[src/rtl/vending_pkg.sv]
// Shared constants for the vending controller: coin codes and values, default prices,
// the coin-frame state encoding and 7-segment patterns.
package vending_pkg;

  localparam logic [1:0] CODE_BAD = 2'b00;
  localparam logic [1:0] CODE_5   = 2'b01;
  localparam logic [1:0] CODE_10  = 2'b10;
  localparam logic [1:0] CODE_25  = 2'b11;

  localparam logic [6:0] COIN_5  = 7'd5;
  localparam logic [6:0] COIN_10 = 7'd10;
  localparam logic [6:0] COIN_25 = 7'd25;

  localparam int DEF_PRICE_A    = 15;
  localparam int DEF_PRICE_B    = 20;
  localparam int DEF_PRICE_C    = 30;
  localparam int DEF_PRICE_D    = 45;
  localparam int DEF_CREDIT_MAX = 99;

  typedef enum logic [1:0] {IDLE, C1, C0, STOP} frame_state_e;

  localparam logic [6:0] SEG_0 = 7'h3F;
  localparam logic [6:0] SEG_1 = 7'h06;
  localparam logic [6:0] SEG_2 = 7'h5B;
  localparam logic [6:0] SEG_3 = 7'h4F;
  localparam logic [6:0] SEG_4 = 7'h66;
  localparam logic [6:0] SEG_5 = 7'h6D;
  localparam logic [6:0] SEG_6 = 7'h7D;
  localparam logic [6:0] SEG_7 = 7'h07;
  localparam logic [6:0] SEG_8 = 7'h7F;
  localparam logic [6:0] SEG_9 = 7'h6F;
  localparam logic [6:0] SEG_E = 7'h79;
  localparam logic [6:0] SEG_R = 7'h50;

  // Credit never exceeds 99, so both digits fit in 4 bits.
  function automatic logic [3:0] tens_of(input logic [6:0] v);
    return 4'(v / 7'd10);
  endfunction

  function automatic logic [3:0] ones_of(input logic [6:0] v);
    return 4'(v % 7'd10);
  endfunction

endpackage

[src/rtl/seg7_decoder.sv]
// BCD digit to 7-segment {g,f,e,d,c,b,a}, active-high; non-BCD input blanks the digit.
module seg7_decoder
  import vending_pkg::*;
(
  input  logic [3:0] bcd_i,
  output logic [6:0] seg_o
);

  always_comb begin
    seg_o = 7'h00;
    case (bcd_i)
      4'd0: seg_o = SEG_0;
      4'd1: seg_o = SEG_1;
      4'd2: seg_o = SEG_2;
      4'd3: seg_o = SEG_3;
      4'd4: seg_o = SEG_4;
      4'd5: seg_o = SEG_5;
      4'd6: seg_o = SEG_6;
      4'd7: seg_o = SEG_7;
      4'd8: seg_o = SEG_8;
      4'd9: seg_o = SEG_9;
      default: seg_o = 7'h00;
    endcase
  end

endmodule

[src/rtl/vending_machine.sv]
// Coin-frame decoder, saturating credit register and edge-triggered vend logic,
// with a two-digit display of the credit or "Er" after a refused purchase.
module vending_machine
  import vending_pkg::*;
#(
  parameter int PRICE_A    = DEF_PRICE_A,
  parameter int PRICE_B    = DEF_PRICE_B,
  parameter int PRICE_C    = DEF_PRICE_C,
  parameter int PRICE_D    = DEF_PRICE_D,
  parameter int CREDIT_MAX = DEF_CREDIT_MAX
) (
  input  logic       clk,
  input  logic       reset,
  input  logic       serialIn,
  input  logic       buy,
  input  logic [1:0] product,
  output logic [6:0] digit1,
  output logic [6:0] digit0
);

  localparam logic [6:0] CMAX = 7'(CREDIT_MAX);

  frame_state_e state_q, state_d;
  logic [1:0]   code_q, code_d;
  logic [6:0]   credit_q, credit_d;
  logic         error_q, error_d;
  logic         buy_q;

  logic [6:0] coin_val, price;
  logic [7:0] sum;
  logic       vend_req, vend_ok;
  logic [6:0] seg1, seg0;

  always_comb begin
    state_d  = state_q;
    code_d   = code_q;
    coin_val = 7'd0;
    case (state_q)
      IDLE: if (!serialIn) state_d = C1;
      C1: begin
        code_d[1] = serialIn;
        state_d   = C0;
      end
      C0: begin
        code_d[0] = serialIn;
        state_d   = STOP;
      end
      STOP: begin
        state_d = IDLE;
        // Bad stop bit or code 00 drops the frame without a trace.
        if (serialIn) begin
          case (code_q)
            CODE_5:  coin_val = COIN_5;
            CODE_10: coin_val = COIN_10;
            CODE_25: coin_val = COIN_25;
            default: coin_val = 7'd0;
          endcase
        end
      end
      default: state_d = IDLE;
    endcase
  end

  always_comb begin
    price = 7'(PRICE_A);
    case (product)
      2'b00: price = 7'(PRICE_A);
      2'b01: price = 7'(PRICE_B);
      2'b10: price = 7'(PRICE_C);
      2'b11: price = 7'(PRICE_D);
      default: price = 7'(PRICE_A);
    endcase
  end

  assign vend_req = buy & ~buy_q;
  // Price check against the pre-update credit, so a same-cycle coin cannot fund this vend.
  assign vend_ok  = vend_req && (credit_q >= price);
  assign sum      = 8'(credit_q) + 8'(coin_val) - (vend_ok ? 8'(price) : 8'd0);

  always_comb begin
    credit_d = (sum > 8'(CMAX)) ? CMAX : sum[6:0];
    error_d  = error_q;
    if (vend_req)             error_d = ~vend_ok;
    else if (coin_val != '0)  error_d = 1'b0;
  end

  always_ff @(posedge clk) begin
    if (reset) begin
      state_q  <= IDLE;
      code_q   <= CODE_BAD;
      credit_q <= 7'd0;
      error_q  <= 1'b0;
      buy_q    <= 1'b0;
    end else begin
      state_q  <= state_d;
      code_q   <= code_d;
      credit_q <= credit_d;
      error_q  <= error_d;
      buy_q    <= buy;
    end
  end

  seg7_decoder u_dec_tens (.bcd_i(tens_of(credit_q)), .seg_o(seg1));
  seg7_decoder u_dec_ones (.bcd_i(ones_of(credit_q)), .seg_o(seg0));

  assign digit1 = error_q ? SEG_E : seg1;
  assign digit0 = error_q ? SEG_R : seg0;

endmodule

[config.mk]
export PLATFORM = sky130hd
export DESIGN_NAME = vending_machine
export DESIGN_NICKNAME = d
export VERILOG_FILES = /design/src/rtl/vending_pkg.sv /design/src/rtl/seg7_decoder.sv /design/src/rtl/vending_machine.sv
export SDC_FILE = /design/constraint.sdc
export NUM_CORES = 1
export LEC_CHECK = 0
export CORE_MARGIN = 5
export CORE_UTILIZATION = 53
export DETAILED_ROUTE_END_ITERATION = 8
export PLACE_DENSITY = 0.74
export SLEW_MARGIN = 30
export SYNTH_ARGS = -nofsm -noshare
export SYNTH_HDL_FRONTEND = slang
export SYNTH_SLANG_ARGS = --single-unit
[constraint.sdc]
create_clock -name clk -period 5.4 [get_ports clk]
set_input_delay 1.62 -clock clk [delete_from_list [all_inputs] [get_ports clk]]
set_output_delay 1.62 -clock clk [all_outputs]
set_load 0.02 [all_outputs]
==> results of run 1 <==
-- per-layer routing --
| metal | wire length (µm) | vias to the layer above | share of wire, % |
|---|---|---|---|
| met1 | 2400 | 1036 | 44 |
| li1 | - | 1136 | - |
| met3 | 186 | 11 | 3.4 |
| met4 | 91 | 0 | 1.7 |
| met2 | 2750 | 42 | 51 |
| met5 | 0 | - | 0 |
-- worst paths after layout --
path / endpoint / cells past startpoint / slack, ns
min: state_q[1]$_SDFFE_PP0P_ / 2 / 0.52
max reg2reg: credit_q[2]$_SDFF_PP0_ / 20 / 1.11
max: credit_q[2]$_SDFF_PP0_ / 22 / -0.01
min reg2reg: state_q[1]$_SDFFE_PP0P_ / 2 / 0.52
-- cells in the mapped netlist, types with 2 or more instances --
| cell type | count |
|---|---|
| a21o_1 | 6 |
| xnor2_1 | 4 |
| o21bai_1 | 3 |
| a31oi_1 | 4 |
| mux2i_1 | 5 |
| o21a_1 | 3 |
| nor3b_1 | 3 |
| xor2_1 | 2 |
| clkbuf_1 | 5 |
| mux2_2 | 3 |
| fa_1 | 5 |
| inv_1 | 29 |
| nand2_1 | 28 |
| nor3_1 | 10 |
| dfxtp_1 | 13 |
| a221o_1 | 2 |
| a211o_1 | 4 |
| nor4_1 | 3 |
| a221oi_1 | 2 |
| buf_6 | 5 |
| nand2b_1 | 4 |
| nand3_1 | 5 |
| buf_2 | 2 |
| nor4b_1 | 2 |
| a21boi_0 | 2 |
| ha_1 | 35 |
| a21oi_1 | 26 |
| o221a_2 | 2 |
| nor2_1 | 25 |
| or2_2 | 6 |
| nor2b_1 | 7 |
| a211oi_1 | 5 |
| o21ai_0 | 18 |
-- registers in the layout (all words and copies together), names as in the netlist --
| name | count |
|---|---|
| error_q | 1 |
| buy_q | 1 |
| code_q | 2 |
| credit_q | 7 |
| state_q | 2 |
-- timing repair --
action / CTS / global route
gates resized for setup: 17 / 24
pin swaps: 10 / 23
hold endpoints to repair: 0 / 0
setup endpoints to repair: 7 / 11
gates cloned: 0 / 0
buffers inserted: 2 / 4
-- final cells by class --
type	instances	share of cell area [%]
multi-input cells	240	65.3
repair buffers	57	17.3
flip-flops and latches	13	9.13
inverters	30	4.48
well taps	50	2.20
clock buffers	3	1.45
clock inverters	1	0.176
-- logic make-up after synthesis --
| logic type | synth area share, % |
|---|---|
| and+or+nand+nor | 21.8 |
| AOI/OAI and AO/OA | 25.7 |
| buffers and inverters | 9.37 |
| adders and majority gates | 25.0 |
| DFF | 11.9 |
| muxes | 3.83 |
| xor gates and xnor gates | 2.40 |
-- stage by stage --
stage                     setup WS (ns)  TNS (ns)  util, %  std cells
after floorplan                 0.00211         0        -        296
after global placement           -0.720     -4.34     65.8        384
after global routing             -0.245     -1.36     71.2        394
final                           -0.0142   -0.0195     71.2        394
after CTS                        0.0160         0     68.0        390
after detailed placement         -0.856     -5.27     65.8        384
-- critical path: stages --
cell      delay, ns
buf_8          0.10
buf_4          0.13
ha_2           0.17
nor2_4         0.11
ha_1           0.25
a21oi_2        0.13
o21bai_1       0.07
a21oi_1        0.14
nor2b_1        0.07
o31a_1         0.31
inv_2          0.11
nor2_4         0.04
fa_1           0.52
inv_2          0.05
fa_2           0.39
a211o_1        0.33
a21oi_2        0.19
mux2_4         0.31
o211ai_1       0.12
nand2_1        0.14
o221a_4        0.15
nor3_2         0.11
==> impl_metrics.yaml, run 1 <==
die:
  die_area_um2: 5520
  start_util_pct: 54.7
  coreArea_um2: 4000
  die-height_um: 74.3
  row_count: 23
  ios: 20
  die_x_um: 74.3
timing:
  finalClockSkew_ns: 0.00301
  period_needed_ns: 5.41
  timing.fmax_mhz: 185
  slew_headroom_pct: 63.2
  fin_crit_sh_pct: 100
  setup_viol: 2
  holdWs_ns: 0.520
  worst_slack_ns: -0.0142
  tightest_slew_ns: 0.550
  maxSlewViolCount: 0
  rsz0062_at_grt: "true"
  finalHoldViolations: 0
clocking:
  clock_latency_ns: 0.25
  hold_buffers: 0
  root_buffer: "clkbuf_8"
  path_clk_slew_ns: 0.06
  cts_buffers: 3
  clock_sink_count: 13
  h-tree-depth: 1
  clockBufferDepth: 2
  cts_tree: "built"
setup_path:
  worstPathRequired_ns: 5.57
  path_class: "input pin to register"
  startpoint: "product[1]"
  critPathMaxFanout: 4
  worst_setup_path_end_kind: "register"
  cp_data_arrival_time_ns: 5.58
  worstReg2RegStart: "credit_q[0]$_SDFF_PP0_"
  worstSetupStartpointType: "input pin"
routing:
  drt_wl_total_um: 5430
  via_count: 2225
  ant_nets: 0
  viasPerCell: 5.65
  drt_iter0_markers: 124
  drt_first_pass_iters: 4
  drc: 0
  routedWlPerCell_um: 13.8
logic_synthesis:
  yosysWarningCount: 0
  syn_area_um2: 2190
  ys_seq_area_share_pct: 11.9
  synthArstFlopShare_pct: 0
  ys_types: 51
  syn_area_per_cell_um2: 7.40
  synth.area.top_cells: "ha_1, dfxtp_1, a21oi_1"
  ys_seq_elements: 13
  synth_edf_count: 0
  dominantRegCellSynth: "dfxtp_1"
  synth_top_cell_by_area: "ha_1"
  synth_top_area_share_pct: 20.0
  synth_fp_nets: 342
  synth_cells: 296
grt:
  met2_usage_pct: 36.3
  grt_max_degree: 15
  grt-busiest-layer: "met2"
  met3_usage_pct: 2.03
  overflow: 0
  first_global_vias: 2109
  antenna_found_initial: 0
  use_met1_pct: 25.2
  grtUsageTotal_pct: 20.3
  grt_first_pass_wirelength_um: 8980
place:
  dpl-instance-area_um2: 2630
  place_congestion: 0.894
  hpwl_um: 4220
  io_buffer_count: 19
min_path:
  holdCritPathClass: "register to register"
  min_from: "state_q[1]$_SDFFE_PP0P_"
cells_and_area:
  n_antenna_cell: 0
  syn_to_final_growth_pct: 30.1
  final_cell_mix: "buf_4, ha_1, nand2_1"
  fillers: 322
  regArea_um2: 260
  fin_nets: 391
  multi_input_area_um2: 1860
  design_area_um2: 2850
  drive_gt1_share_pct: 24.7
  final_common_cell: "buf_4"
run_status:
  violations: "negative setup slack"
  status: "complete, but fails checks"
job:
  maxCapViolations: 0
Power of run 1 is not shown: default switching activity piles up to over one toggle a cycle in this logic, so the estimate is an artifact.
==> run 2, diff against run 1 <==
Settings changed: ABC_CLOCK_PERIOD_IN_PS set to 5400, CORE_UTILIZATION 53 to 55, CTS_BUF_LIST set to sky130_fd_sc_hd__clkbuf_8, PLACE_DENSITY 0.74 to 0.77.
==> run 2 against run 1 <==
The flow now finishes without violations. Register-to-register slack gained 0.12 ns. Sequential cell count unchanged. Non-clock buffer count is 3 lower. Die area fell by 3.2%. Routed wire length fell by 4.3%. Critical path type unchanged. Largest cell class unchanged.
==> impl_metrics.yaml, run 2 (same netlist as run 1, synthesis figures left out) <==
run_status:
  status: "completed"
routing:
  drt_wl_total_um: 5190
  routedWlPerCell_um: 13.3
  drt_first_pass_iters: 4
  viasPerCell: 5.67
  ant_nets: 0
  drc: 0
  drt_iter0_markers: 126
  via_count: 2217
min_path:
  hold_depth: 2
  min_from: "state_q[1]$_SDFFE_PP0P_"
  holdCritPathClass: "register to register"
  hold_end: "state_q[1]$_SDFFE_PP0P_"
die:
  coreArea_um2: 3940
  die_area_um2: 5340
  die_x_um: 73.1
  ios: 20
  start_util_pct: 55.5
  row_count: 23
  die-height_um: 73.1
clocking:
  hold_buffers: 0
  path_clk_slew_ns: 0.06
  cts_buffers: 3
  clockBufferDepth: 2
  cts_tree: "built"
  clock_sink_count: 13
  root_buffer: "clkbuf_8"
  clock_latency_ns: 0.24
  h-tree-depth: 1
cells_and_area:
  largestRegisters: "credit_q x7, code_q x2, state_q x2"
  largest_register: "credit_q"
  syn_to_final_growth_pct: 30.6
  final_cell_mix: "buf_4, nand2_1, ha_1"
  final_common_cell: "buf_4"
  drive_gt1_share_pct: 24.9
  design_area_um2: 2860
  largest_reg_flops: 7
  fin_nets: 388
  n_antenna_cell: 0
setup_path:
  reg2reg_slack_ns: 1.23
  worst_path_most_repeated_cell: "inv_2"
  reg2reg_to: "credit_q[2]$_SDFF_PP0_"
  worstReg2RegStart: "credit_q[0]$_SDFF_PP0_"
  path_class: "input pin to register"
  path_delay_family: "compound AO/OA/AOI/OAI gates"
  max_stage_delay_ns: 0.49
  cp_slowest_cell: "fa_1"
  worstPathRequired_ns: 5.56
  cp_data_arrival_time_ns: 5.45
  path_cells: "buf_8, inv_8, ha_4, inv_2, ha_4, nand2b_4, a21oi_2, o21bai_1, a21oi_1, nor2b_1, o31a_1, inv_2, nor2_2, fa_1, inv_2, fa_2, a211o_1, a21oi_2, mux2_4, o211ai_1, nand2_1, o221a_4, nor3_2"
  cp_num_buf_inv: 5
  worst_setup_path_end_kind: "register"
  rr_worst_depth: 20
  worstSetupStartpointType: "input pin"
  critPathMaxFanout: 4
grt:
  met3_usage_pct: 2.07
  met2_usage_pct: 33.3
  grt_first_pass_wirelength_um: 8580
  grt-busiest-layer: "met2"
  grtUsageTotal_pct: 19.9
  first_global_vias: 2030
  overflow: 0
  use_met1_pct: 26.0
  antenna_found_initial: 0
  grt_max_degree: 15
timing:
  finalClockSkew_ns: 0.00367
  period_needed_ns: 5.29
  finalHoldViolations: 0
  timing.fmax_mhz: 189
  tightest_slew_ns: 0.594
  maxSlewViolCount: 0
  setup_viol: 0
  holdWs_ns: 0.527
  slew_headroom_pct: 60.2
  fin_crit_sh_pct: 97.9
  rsz0062_at_grt: "true"
place:
  io_buffer_count: 19
  dpl-instance-area_um2: 2650
  hpwl_um: 4000
  place_congestion: 0.955
job:
  maxCapViolations: 0
[run 2: cell type report]
class,count,area [µm²]
multi-input combinational,240,1890
fill,314,1080
timing repair buffer,54,472
sequential,13,260
inverter,30,125
tap,50,62.6
clock buffer,3,41.3
clock inverter,1,5.00
[run 2: worst max-delay path by stage]
stage                           startpoint  cells past startpoint                      to  slack (ns)
global route                    product[0]                     24  credit_q[2]$_SDFF_PP0_       -0.13
detailed placement              product[0]                     23  credit_q[1]$_SDFF_PP0_       -0.78
global placement                product[0]                     23  credit_q[1]$_SDFF_PP0_       -0.64
CTS                 credit_q[3]$_SDFF_PP0_                     15               digit0[0]       0.005
finish                          product[0]                     23  credit_q[2]$_SDFF_PP0_        0.11
floorplan                       product[0]                     22  credit_q[2]$_SDFF_PP0_       0.002
[run 2: timing repair]
item,4_1_cts,5_1_grt
setup buffers,0,1
hold endpoints to repair,0,0
gates resized for setup,13,33
setup endpoints to repair,9,14
pin swaps,7,12
[run 2: layer usage]
layer  vias up  share of wire, %
met5         -                 0
li1       1128                 -
met2        42                50
met4         0               2.0
met1      1037                45
met3        10               2.8
[run 2: metrics by stage]
step	setup TNS (ns)	utilization, %	std cells	setup slack [ns]
2_1_floorplan	0	-	296	0.00211
3_3_place_gp	-3.97	67.2	386	-0.642
5_1_grt	-0.550	72.5	391	-0.126
6_report	0	72.5	391	0.112
4_1_cts	0	68.7	390	0.00457
3_5_place_dp	-4.91	67.2	386	-0.781
[run 2: worst min-delay path: stages, from the launching register on]
cell and delay, ns:
dfxtp_1 0.34, nand3_1 0.09, a21oi_1 0.06
Power of run 2 is left out for the same reason.
==> run 3, diff against run 2 <==
Settings changed: SLEW_MARGIN 30 to unset.
==> results of run 3 <==
Final layout, timing and power as in run 2 (identical DEF).
Power of run 3 is left out for the same reason.
